`config.mk`:
```
export PLATFORM = sky130hd
export DESIGN_NAME = uart_tx_serializer_flat
export DESIGN_NICKNAME = d
export VERILOG_FILES = /design/src/rtl/uart_tx_serializer_if.sv /design/src/rtl/uart_tx_serializer.sv /design/src/flat_wrapper.sv
export SDC_FILE = /design/constraint.sdc
export NUM_CORES = 1
export LEC_CHECK = 0
export ABC_AREA = 1
export CAP_MARGIN = 20
export CORE_ASPECT_RATIO = 2
export CORE_UTILIZATION = 60
export CTS_CLUSTER_DIAMETER = 40
export CTS_CLUSTER_SIZE = 16
export DETAILED_ROUTE_END_ITERATION = 7
export GPL_TIMING_DRIVEN = 0
export PLACE_DENSITY = 0.84
export SKIP_LAST_GASP = 1
export SLEW_MARGIN = 20
export SYNTH_ARGS = -nofsm -noshare
export SYNTH_HDL_FRONTEND = slang
export SYNTH_SLANG_ARGS = --single-unit
```
`constraint.sdc`:
```
create_clock -name avl_clk_i -period 5.7 [get_ports avl_clk_i]
set_input_delay 0.57 -clock avl_clk_i [delete_from_list [all_inputs] [get_ports avl_clk_i]]
set_output_delay 0.57 -clock avl_clk_i [all_outputs]
set_load 0.03 [all_outputs]
```
`src/rtl/uart_tx_serializer_if.sv`:
```
// Word handshake between the TX FIFO (master) and the UART serializer (slave).
// Signals: data_i word, valid_i word present, ready_o serializer can accept.
interface uart_tx_serializer_if #(
    parameter int DATASIZE = 20
);
    logic [DATASIZE-1:0] data_i;
    logic                valid_i;
    logic                ready_o;

    modport master (output data_i, output valid_i, input ready_o);
    modport slave  (input data_i, input valid_i, output ready_o);
endinterface

```
`src/rtl/uart_tx_serializer.sv`:
```
// UART transmit serializer: start bit, DATASIZE data bits LSB-first, stop bit.
// Ports: avl_clk_i, avl_reset_n_i (async low), bus (data/valid/ready slave),
//        clk_per_bit_i bit period (0 acts as 1), tx_o line, busy_o, done_o pulse.
module uart_tx_serializer #(
    parameter int DATASIZE = 20,
    parameter int DIVW     = 16
) (
    input  logic                 avl_clk_i,
    input  logic                 avl_reset_n_i,
    uart_tx_serializer_if.slave  bus,
    input  logic [DIVW-1:0]      clk_per_bit_i,
    output logic                 tx_o,
    output logic                 busy_o,
    output logic                 done_o
);
    localparam int IDXW = $clog2(DATASIZE + 1);

    typedef enum logic [1:0] {
        IDLE,
        START,
        DATA,
        STOP
    } state_e;

    state_e              state_q, state_d;
    logic [DIVW-1:0]     cnt_q, cnt_d;
    logic [DIVW-1:0]     per_q, per_d;
    logic [IDXW-1:0]     idx_q, idx_d;
    logic [DATASIZE-1:0] shift_q, shift_d;
    logic                tx_q, tx_d;
    logic                done_q, done_d;
    logic                bit_end;

    always_ff @(posedge avl_clk_i or negedge avl_reset_n_i) begin
        if (!avl_reset_n_i) begin
            state_q <= IDLE;
            cnt_q   <= '0;
            per_q   <= '0;
            idx_q   <= '0;
            shift_q <= '0;
            tx_q    <= 1'b1;
            done_q  <= 1'b0;
        end else begin
            state_q <= state_d;
            cnt_q   <= cnt_d;
            per_q   <= per_d;
            idx_q   <= idx_d;
            shift_q <= shift_d;
            tx_q    <= tx_d;
            done_q  <= done_d;
        end
    end

    // per_q is never 0 outside IDLE, so per_q-1 is the last count of a bit.
    assign bit_end = (cnt_q == per_q - DIVW'(1));

    always_comb begin
        state_d = state_q;
        cnt_d   = cnt_q;
        per_d   = per_q;
        idx_d   = idx_q;
        shift_d = shift_q;
        done_d  = 1'b0;
        unique case (state_q)
            IDLE: begin
                if (bus.valid_i) begin
                    shift_d = bus.data_i;
                    per_d   = (clk_per_bit_i == '0) ? DIVW'(1) : clk_per_bit_i;
                    cnt_d   = '0;
                    state_d = START;
                end
            end
            START: begin
                if (bit_end) begin
                    cnt_d   = '0;
                    idx_d   = '0;
                    state_d = DATA;
                end else begin
                    cnt_d = cnt_q + DIVW'(1);
                end
            end
            DATA: begin
                if (bit_end) begin
                    cnt_d   = '0;
                    shift_d = shift_q >> 1;
                    if (idx_q == IDXW'(DATASIZE - 1)) begin
                        idx_d   = '0;
                        state_d = STOP;
                    end else begin
                        idx_d = idx_q + IDXW'(1);
                    end
                end else begin
                    cnt_d = cnt_q + DIVW'(1);
                end
            end
            STOP: begin
                if (bit_end) begin
                    cnt_d   = '0;
                    done_d  = 1'b1;
                    state_d = IDLE;
                end else begin
                    cnt_d = cnt_q + DIVW'(1);
                end
            end
        endcase

        // Line level is decoded from the next state so tx_o comes off a flop.
        if (state_d == START) begin
            tx_d = 1'b0;
        end else if (state_d == DATA) begin
            tx_d = shift_d[0];
        end else begin
            tx_d = 1'b1;
        end
    end

    assign bus.ready_o = (state_q == IDLE);
    assign busy_o      = (state_q != IDLE);
    assign tx_o        = tx_q;
    assign done_o      = done_q;

    a_done_ready: assert property (@(posedge avl_clk_i)
        disable iff (!avl_reset_n_i) done_o |-> bus.ready_o);
    a_busy_ready: assert property (@(posedge avl_clk_i)
        disable iff (!avl_reset_n_i) busy_o == !bus.ready_o);
    a_tx_high: assert property (@(posedge avl_clk_i)
        disable iff (!avl_reset_n_i)
        (state_q == IDLE || state_q == STOP) |-> tx_o);
endmodule

```
`src/flat_wrapper.sv`:
```
// flat-port wrapper written by rule: the top's interface ports become plain ports
module uart_tx_serializer_flat 
#(
    parameter int DATASIZE = 20,
    parameter int DIVW     = 16
)
  (avl_clk_i, avl_reset_n_i, clk_per_bit_i, tx_o, busy_o, done_o, bus_data_i, bus_valid_i, bus_ready_o);
  uart_tx_serializer_if #(.DATASIZE(DATASIZE)) bus_i ();
  input  logic avl_clk_i;
  input  logic avl_reset_n_i;
  input  logic [DIVW-1:0] clk_per_bit_i;
  output logic tx_o;
  output logic busy_o;
  output logic done_o;
  input wire logic [$bits(bus_i.data_i)-1:0] bus_data_i;
  input wire logic [$bits(bus_i.valid_i)-1:0] bus_valid_i;
  output wire logic [$bits(bus_i.ready_o)-1:0] bus_ready_o;
  assign bus_i.data_i = bus_data_i;
  assign bus_i.valid_i = bus_valid_i;
  assign bus_ready_o = bus_i.ready_o;
  uart_tx_serializer #(.DATASIZE(DATASIZE), .DIVW(DIVW)) u_core (.avl_clk_i(avl_clk_i), .avl_reset_n_i(avl_reset_n_i), .bus(bus_i), .clk_per_bit_i(clk_per_bit_i), .tx_o(tx_o), .busy_o(busy_o), .done_o(done_o));
endmodule
```
==> results of run 1 <==
## flip-flops by register name, summed over array words and instances, names as in the netlist
| signal | flops |
|---|---|
| u_core.done_o | 1 |
| u_core.idx_q | 5 |
| u_core.state_q | 2 |
| u_core.shift_q | 20 |
| u_core.cnt_q | 16 |
| u_core.per_q | 16 |
| u_core.tx_o | 1 |
## final timing paths
| kind | cells past startpoint | start | end | slack [ns] |
|---|---|---|---|---|
| max | 14 | u_core.per_q[0] | u_core.cnt_q[10] | 3.02 |
| min | 1 | avl_reset_n_i | u_core.cnt_q[2] | 0.18 |
| max reg2reg | 14 | u_core.per_q[0] | u_core.cnt_q[10] | 3.02 |
| min reg2reg | 2 | u_core.shift_q[19] | u_core.shift_q[19] | 0.50 |
| max in group asynchronous | 2 | avl_reset_n_i | u_core.shift_q[7] | 5.02 |
| min in group avl_clk_i | 2 | u_core.shift_q[19] | u_core.shift_q[19] | 0.50 |
## cells by family (layout without fill, tap and decap cells)
family | count (synthesis) | count (layout) | synth area share
buffers and inverters | 70 | 129 | 0.0778
DFF | 61 | 61 | 0.388
and+or+nand+nor | 299 | 299 | 0.350
xor gates and xnor gates | 20 | 20 | 0.0445
AOI/OAI and AO/OA | 62 | 62 | 0.112
muxes | 1 | 1 | 0.00254
adders and majority gates | 8 | 8 | 0.0254
## layout make-up
type	count	area (um^2)	share of cell area
inverter	54	208	0.0438
clock buffer	13	240	0.0507
tap	86	108	0.0227
clock inverter	3	15.0	0.00317
buffer	16	98.8	0.0209
multi-input combinational	390	2100	0.444
timing repair buffer	43	438	0.0924
sequential	61	1530	0.322
## layout by cell type (no fill, tap or decap), types with 6 or more instances in the layout
cell             instances
nand2_1                155
dfrtp_1                 60
nor2_1                  52
inv_1                   50
clkdlybuf4s50_1         41
nand3_1                 29
nand4_1                 23
o21ai_0                 21
clkbuf_1                12
a31oi_2                 12
xor2_1                  11
o22ai_1                 11
xnor2_1                  9
clkbuf_16                9
ha_1                     8
nor2_2                   7
nor2_4                   7
a31oi_1                  6
## worst max-delay path: cells and delay by family (launching register included)
family / cells / cell delay (ns)
simple gates: 10 / 1.31
buf+inv: 2 / 0.43
flops: 1 / 0.39
fa+ha+maj: 1 / 0.29
compound gates: 1 / 0.11
## stage by stage
step	instances	worst slack (ns)	util
floorplan	521	3.61	-
global placement	649	2.11	0.708
detailed placement	650	3.08	0.710
CTS	666	3.05	0.751
global route	666	2.79	0.751
finish	666	3.02	0.751
## power breakdown
group / switching, uW / internal [uW] / leakage [uW]
registers: 42.3 / 472 / 0.000769
clock network: 187 / 292 / 0.000127
logic: 156 / 111 / 0.00129
total: 385 / 875 / 0.00218
## routing by layer
layer	vias up	part of all wire
met1	1735	0.37
met4	0	0.038
li1	1827	-
met2	94	0.56
met5	-	0
met3	24	0.029
==> impl_results.md, run 1 <==
* Status: completed
* Hold Slack at around 0.18 ns
* Ys Warns at 0
* GR Util All Layers at 0.326
* Global routing's busiest layer: met2
* TNS Setup at 0 ns
* CTS buffer count at 9
* Critical-path maximum fanout at 10
* PD cells at around 270 nW/um^2
* Max-cap violations at 0
* GR Util met3 at 0.0698
* Grt ovf at 0
* Vias in the first global route at about 3900
* DRC Markers at 0
* Full die area at approximately 6900 um^2
* Total Power at around 1300 uW
* Netlist Area Pre-Place at around 4000 um^2
* P&R area growth vs syn at 20.3%
* Placed Instance Area at roughly 4500 um^2
* Met1 Use GR at 0.331
* M2 GR Usage at 0.577
* Average size of a mapped cell at approximately 7.6 um^2
* Rows at 41
* Vias at between 3000 and 4000
* Most used cell, CP: nand2_1
* First-pass GRT wire length at about 17000 um
* Clock Sinks at just over 60
* Drt wl/cell at around 15 um
* Starting DRT DRC Count at between 200 and 250
* Worst skew pair latency at 0.33 ns
* Final setup fails at 0
* CTS H-tree lvls at 3
* Commonest cells post-synth: nand2_1, dfrtp_1, nor2_1, inv_1, nand3_1
* Largest net degree at the start of global routing at 32
* Pins over their slew limit at 0
* Critical Path Max Stage Delay at 0.39 ns
* N_diodes at 0
* CTS tree: done
* Synthesized netlist cell count at about 520
* Pre-antenna DRT Iters at 5
* Critical Path RT at a little under 6 ns
* Yosys top cell area share at 0.381
* Share of layout cells above drive strength 1 at 0.110
* Min-Delay Path Class: primary input to async pin
* Worst Clk Skew at 0.00846 ns
* Worst Setup Start Kind: flop
* Most common cell in the netlist: nand2_1
* Clk root buf: clkbuf_16
* Largest area contributor in the netlist: dfrtp_1
* Asr flop ratio synth at 1.00
* CP cell instances: inv_1, ha_1, nand2_2, nor2_4, nand2_1, nand2_1, nand2_1, nor2_1, nand2_1, nor2_4, nand2_2, nand3_2, buf_2, o22ai_1
* Routed wire length at around 10000 um
* Die H at ~120 um
* Slowest-stage cell, CP: dfrtp_1
* Clock transition time at the flip-flop clock pins of the worst setup and hold paths at 0.05 ns
* Fmax at between 0.3 and 0.4 GHz
* Setup CP Type: flop to flop
* Synth Flop Type: dfrtp_1
* Worst slew pin tran at between 0.5 and 0.6 ns
* Post-cts sizing count at 0
* CP Data Arrival Time at 2.87 ns
* Synth unique cells at 45
* Leak pwr at about 0.0022 uW
* Number of post-CTS setup repair buffers at 0
* Die W at approximately 60 um
* #FFs+latches synth at slightly above 60
* DR vias/cell at approximately 5.5
* Post-detail-place hpwl at 7500 um
* Fillers at 505
* Crit end category: flop
* Tcrit/Tclk final at 0.470
* Max VDD drop at approximately 0.00021 V
* Core Region at 6310 um^2
* Post-synth EDFFs at 0
* Hold Fails Final Rpt at 0
* Synth area leaders: dfrtp_1, nand2_1, nor2_1, inv_1, a31oi_2
* Initial antenna violation count at 0
* RSZ-0062 raised after global routing: false
* Syn Nets at roughly 570
* Number of nets in the layout at roughly 620
* Clk buf depth at 2
* Io pins at 43
* Initial Util at 0.624
* Slew margin rel. at 0.630
* Post-route cell area at 4740 um^2
* Fin crit period at around 2.7 ns
* Register area share after synthesis at 0.388
* # hold bufs at CTS at 0
* RD Place Congestion at roughly 0.9
* DRT antenna net count at 0
* PortBufs at 42
Power figures use the tool's default switching activity.
==> inputs of run 2 (changes only) <==
--- a/config.mk
+++ b/config.mk
@@ -8,12 +8,12 @@
 export ABC_AREA = 1
 export CAP_MARGIN = 20
 export CORE_ASPECT_RATIO = 2
-export CORE_UTILIZATION = 60
+export CORE_UTILIZATION = 57
 export CTS_CLUSTER_DIAMETER = 40
 export CTS_CLUSTER_SIZE = 16
 export DETAILED_ROUTE_END_ITERATION = 7
 export GPL_TIMING_DRIVEN = 0
-export PLACE_DENSITY = 0.84
+export PLACE_DENSITY = 0.8
 export SKIP_LAST_GASP = 1
 export SLEW_MARGIN = 20
 export SYNTH_ARGS = -nofsm -noshare
==> constraint.sdc (replaced) <==
create_clock -name avl_clk_i -period 2.7 [get_ports avl_clk_i]
set_input_delay 0.27 -clock avl_clk_i [delete_from_list [all_inputs] [get_ports avl_clk_i]]
set_output_delay 0.27 -clock avl_clk_i [all_outputs]
set_load 0.03 [all_outputs]
==> impl_results.md, run 2 (synthesized netlist as in run 1, its figures left out) <==
* Status: completed
* Flop pwr share at 0.390
* Total Power at around 2800 uW
* Clk root buf: clkbuf_16
* Initial antenna violation count at 0
* Reg2reg start: u_core.per_q[0]
* Die W at just over 60 um
* Worst Reg-to-Reg Cells at 17
* Final setup fails at 0
* Die H at 120 um
* Clock Sinks at 61
* Worst Setup Start Kind: flop
* Most flop-heavy register: u_core.shift_q
* DRT antenna net count at 0
* Crit end category: flop
* Fmax at 0.397 GHz
* Worst slew pin tran at between 0.7 and 0.8 ns
* Reg-to-Reg End: u_core.shift_q[7]
* Full die area at between 7000 and 8000 um^2
* CP Data Arrival Time at 2.77 ns
* Worst Clk Skew at between 0.006 and 0.007 ns
* Switching share of power at 0.294
* GR Util All Layers at 0.314
* Largest register FFs at 20
* CTS H-tree lvls at 3
* CTS tree: done
* N_diodes at 0
* Sw Pwr at 819 uW
* RSZ-0062 raised after global routing: false
* Io pins at 43
* RD Place Congestion at 0.931
* DR vias/cell at 5.54
* P_int at around 2000 uW
* Largest regs: u_core.shift_q: 20 flops, u_core.cnt_q: 16 flops, u_core.per_q: 16 flops
* Core Region at 6620 um^2
* Vias in the first global route at ~3800
* Grt ovf at 0
* Initial Util at 0.595
* PD cells at 578 nW/um^2
* Max VDD drop at around 0.00038 V
* DRC Markers at 0
* Largest net degree at the start of global routing at 39
* PortBufs at 42
* Reg2Reg Setup Slack at around 0.18 ns
* Setup CP Type: flop to flop
* Number of nets in the layout at around 630
* Vias at approximately 3700
* Rows at 42
* Post-detail-place hpwl at ~7500 um
* Max-cap violations at 0
* Drt wl/cell at between 15 and 20 um
* Min-Delay Path Class: primary input to async pin
* Hold Fails Final Rpt at 0
* P&R area growth vs syn at 22.4%
* Fillers at approximately 570
* CTS buffer count at 9
* Pre-antenna DRT Iters at 4
* Clock power share at 0.411
* Worst skew pair latency at ~0.34 ns
* Critical-path maximum fanout at 10
* Slew margin rel. at 0.482
* Commonest non-fill, non-tap cell in the layout: nand2_1
* Share of layout cells above drive strength 1 at 0.120
* Starting DRT DRC Count at 170
* Most frequent cells in the layout: nand2_1, dfrtp_1, nor2_1
* Routed wire length at roughly 10000 um
* Tcrit/Tclk final at 0.933
* Leak pwr at around 0.0022 uW
* Clk buf depth at 2
* Hold Slack at approximately 0.38 ns
* Fin crit period at between 2 and 3 ns
* Critical Path RT at 2.95 ns
* Clock transition time at the flip-flop clock pins of the worst setup and hold paths at approximately 0.05 ns
* First-pass GRT wire length at 16600 um
* Logic pwr share at 0.200
* Pins over their slew limit at 0
==> run 2: per-stage QoR <==
step / utilization / setup WS [ns] / TNS [ns] / instances / cell area [um^2]
after detailed placement: 0.677 / 0.102 / 0 / 652 / 4490
after CTS: 0.723 / 0.0704 / 0 / 669 / 4790
after global routing: 0.728 / 0.00225 / 0 / 671 / 4820
after global placement: 0.675 / -0.620 / -37.01 / 651 / 4470
after floorplan: - / 0.609 / 0 / 521 / 3940
final: 0.728 / 0.182 / 0 / 671 / 4820
==> run 2: per-layer routing <==
| metal | vias to the layer above | GRT usage | routed length, um |
|---|---|---|---|
| met5 | - | 0 | 0 |
| met4 | 0 | 0.239 | 577 |
| met3 | 41 | 0.0506 | 261 |
| met2 | 96 | 0.554 | 5650 |
| met1 | 1753 | 0.304 | 3600 |
| li1 | 1827 | - | - |
==> run 2: repair_timing <==
item | in CTS | in global routing
gates resized for setup | 0 | 6
endpoints found under the hold margin | 23 | 0
buffers inserted | 0 | 2
hold buffers | 1 | 0
setup endpoints to repair | 0 | 27
==> run 2: power by group through the flow <==
stage	Clock [uW]	Sequential, uW	Combinational (uW)
after floorplan	0	1080	385
after global placement	0	1090	513
after detailed placement	0	1090	541
after CTS	1150	1080	551
after global routing	1190	1100	629
final	1140	1080	556
==> run 2: area by class of cell <==
class | count | area [um^2] | area share
Buffer | 16 | 104 | 0.0215
Tap cell | 88 | 110 | 0.0228
Sequential cell | 61 | 1530 | 0.317
Clock buffer | 11 | 243 | 0.0504
Timing Repair Buffer | 46 | 463 | 0.0960
Multi-Input combinational cell | 390 | 2120 | 0.439
Clock inverter | 5 | 50.0 | 0.0104
Inverter | 54 | 208 | 0.0431
==> run 2: worst max-delay path by stage <==
stage / from / endpoint / cells past startpoint
2_1_floorplan: u_core.per_q[0] / u_core.idx_q[3] / 16
3_5_place_dp: u_core.per_q[0] / u_core.cnt_q[0] / 14
6_report: u_core.per_q[0] / u_core.shift_q[7] / 17
3_3_place_gp: avl_reset_n_i / u_core.cnt_q[12] / 1
5_1_grt: u_core.per_q[0] / u_core.cnt_q[9] / 14
4_1_cts: u_core.per_q[0] / u_core.cnt_q[0] / 14
==> run 2: critical path, stage by stage (launching register included) <==
cell and delay, ns:
dfrtp_1 0.41, inv_1 0.18, ha_4 0.20, nand2_2 0.11, nor2_4 0.17, nand2_1 0.07
nand2_1 0.10, inv_1 0.05, nor2_1 0.11, nand2_1 0.10, nor2_4 0.18, nand2_4 0.12
nand2_4 0.08, nand2_4 0.06, clkinv_4 0.11, buf_6 0.14, nor2_1 0.06, a31oi_2 0.16
==> inputs of run 3 (changes only) <==
--- a/config.mk
+++ b/config.mk
@@ -19,3 +19,4 @@
 export SYNTH_ARGS = -nofsm -noshare
 export SYNTH_HDL_FRONTEND = slang
 export SYNTH_SLANG_ARGS = --single-unit
+export TNS_END_PERCENT = 10
==> impl_results.md, run 3 (synthesized netlist as in run 1, its figures left out) <==
* Pre-CTS setup slack at just over 0.1 ns
* Worst Clk Skew at around 0.0068 ns
* Core Region at between 6000 and 7000 um^2
* Max VDD drop at roughly 0.00038 V
* Tcrit/Tclk final at 0.939
* Fmax at around 0.39 GHz
* Initial antenna violation count at 0
* Pins over their slew limit at 0
* Reg2reg start: u_core.per_q[0]
* Post-detail-place hpwl at 7550 um
* Share of layout cells above drive strength 1 at 0.120
* PD cells at about 580 nW/um^2
* Routed wire length at approximately 10000 um
* Drt wl/cell at ~15 um
* DR vias/cell at between 5 and 6
* First-pass GRT wire length at 16600 um
* CTS H-tree lvls at 3
* Largest regs: u_core.shift_q: 20 flops, u_core.cnt_q: 16 flops, u_core.per_q: 16 flops
* Post-route cell area at around 4800 um^2
* Final setup fails at 0
* Largest register FFs at 20
* Clock Sinks at 61
* Crit. Startpoint: u_core.per_q[0]
* CTS tree: done
* Crit end category: flop
* Initial Util at 0.595
* Starting DRT DRC Count at between 150 and 200
* N_diodes at 0
* Layout Utilization at 0.727
* GR Util All Layers at 0.314
* Fin crit period at 2.54 ns
* Clock transition time at the flip-flop clock pins of the worst setup and hold paths at approximately 0.060 ns
* Total Power at between 2000 and 3000 uW
* Vias in the first global route at approximately 3800
* CTS buffer count at 9
* Most frequent cells in the layout: nand2_1, dfrtp_1, nor2_1
* Pre-antenna DRT Iters at 5
* Slew margin rel. at 0.500
* Status: completed
* Most flop-heavy register: u_core.shift_q
* Die H at 120 um
* Io pins at 43
* RD Place Congestion at 0.931
* Clk root buf: clkbuf_16
* PortBufs at 42
* Worst Setup Start Kind: flop
* Non-filler cells, final at between 600 and 700
* Full die area at around 7300 um^2
* Critical-path maximum fanout at 10
* Worst slew pin tran at 0.743 ns
* DRT antenna net count at 0
* Placed Instance Area at ~4500 um^2
* P&R area growth vs syn at 22.2%
* Die W at about 60 um
* Largest net degree at the start of global routing at 39
* # placed instances at 652
* Critical Path Max Stage Delay at ~0.41 ns
* Grt ovf at 0
* Number of nets in the layout at about 630
* Worst skew pair latency at 0.34 ns
* DRC Markers at 0
* RSZ-0062 raised after global routing: true
* Leak pwr at roughly 0.0022 uW
* Hold Fails Final Rpt at 0
* Commonest non-fill, non-tap cell in the layout: nand2_1
* Setup CP Type: flop to flop
* Clk buf depth at 2
* Rows at 42
* Vias at about 3700
* Slowest-stage cell, CP: dfrtp_1
* Min-Delay Path Class: primary input to async pin
* Max-cap violations at 0
* CP cell instances: inv_1, ha_2, nand2_2, nor2_4, nand2_1, nand2_1, inv_1, nor2_1, nand2_1, nor2_4, nand2_4, nand2_4, nand2_4, clkinv_4, buf_6, nor2_1, a31oi_2
* Final WS setup at 0.164 ns
* CP Data Arrival Time at about 2.8 ns
* Critical Path RT at around 3.0 ns
run 3: layout make-up:
type	count	area, um^2
clock buffers	11	243
plain buffers	16	104
multi-input cells	390	2110
flip-flops and latches	61	1530
well taps	88	110
clock inverters	5	50.0
repair buffers	46	463
inverters	54	208
fillers	569	1810
run 3: critical path, delay by kind of cell (launching register included):
kind	cells	cell delay [ns]
buffers and inverters	4	0.44
adder cells (fa/ha/maj)	1	0.26
flip-flops	1	0.41
AND/OR/NAND/NOR	11	1.16
AO/OA/AOI/OAI	1	0.16
run 3: metal layers:
metal	vias to the layer above	global-route usage	share of wire
li1	1820	-	-
met1	1726	0.304	0.36
met2	99	0.554	0.55
met3	49	0.0506	0.030
met4	0	0.239	0.062
met5	-	0	0
run 3: path summary, 6_finish.rpt:
check	endpoint	slack (ns)	cells after the start
min in group avl_clk_i	u_core.shift_q[19]	0.50	2
worst max register to register	u_core.shift_q[7]	0.16	17
worst min-delay path	u_core.per_q[8]	0.38	2
worst max-delay path	u_core.shift_q[7]	0.16	17
max in group asynchronous	u_core.tx_o	1.77	3
worst min register to register	u_core.shift_q[19]	0.50	2
run 3: power breakdown:
group          internal (uW)  leakage, uW  switching (uW)
combinational            237      0.00130             319
clock                    732     0.000149             413
sequential               997     0.000769            88.0
run 3: stage by stage:
step,hold WS (ns),TNS [ns]
after CTS,0.385,0
after floorplan,-0.0256,0
after global placement,0.476,-37.01
after global routing,0.427,-0.252
final,0.379,0
after detailed placement,0.193,0
run 3: what timing repair did:
action                                  CTS  global route
endpoints found under the setup margin    0            27
resized for setup                         0             5
hold buffers                              1             0
hold endpoints to repair                 23             0
setup buffers                             0             2
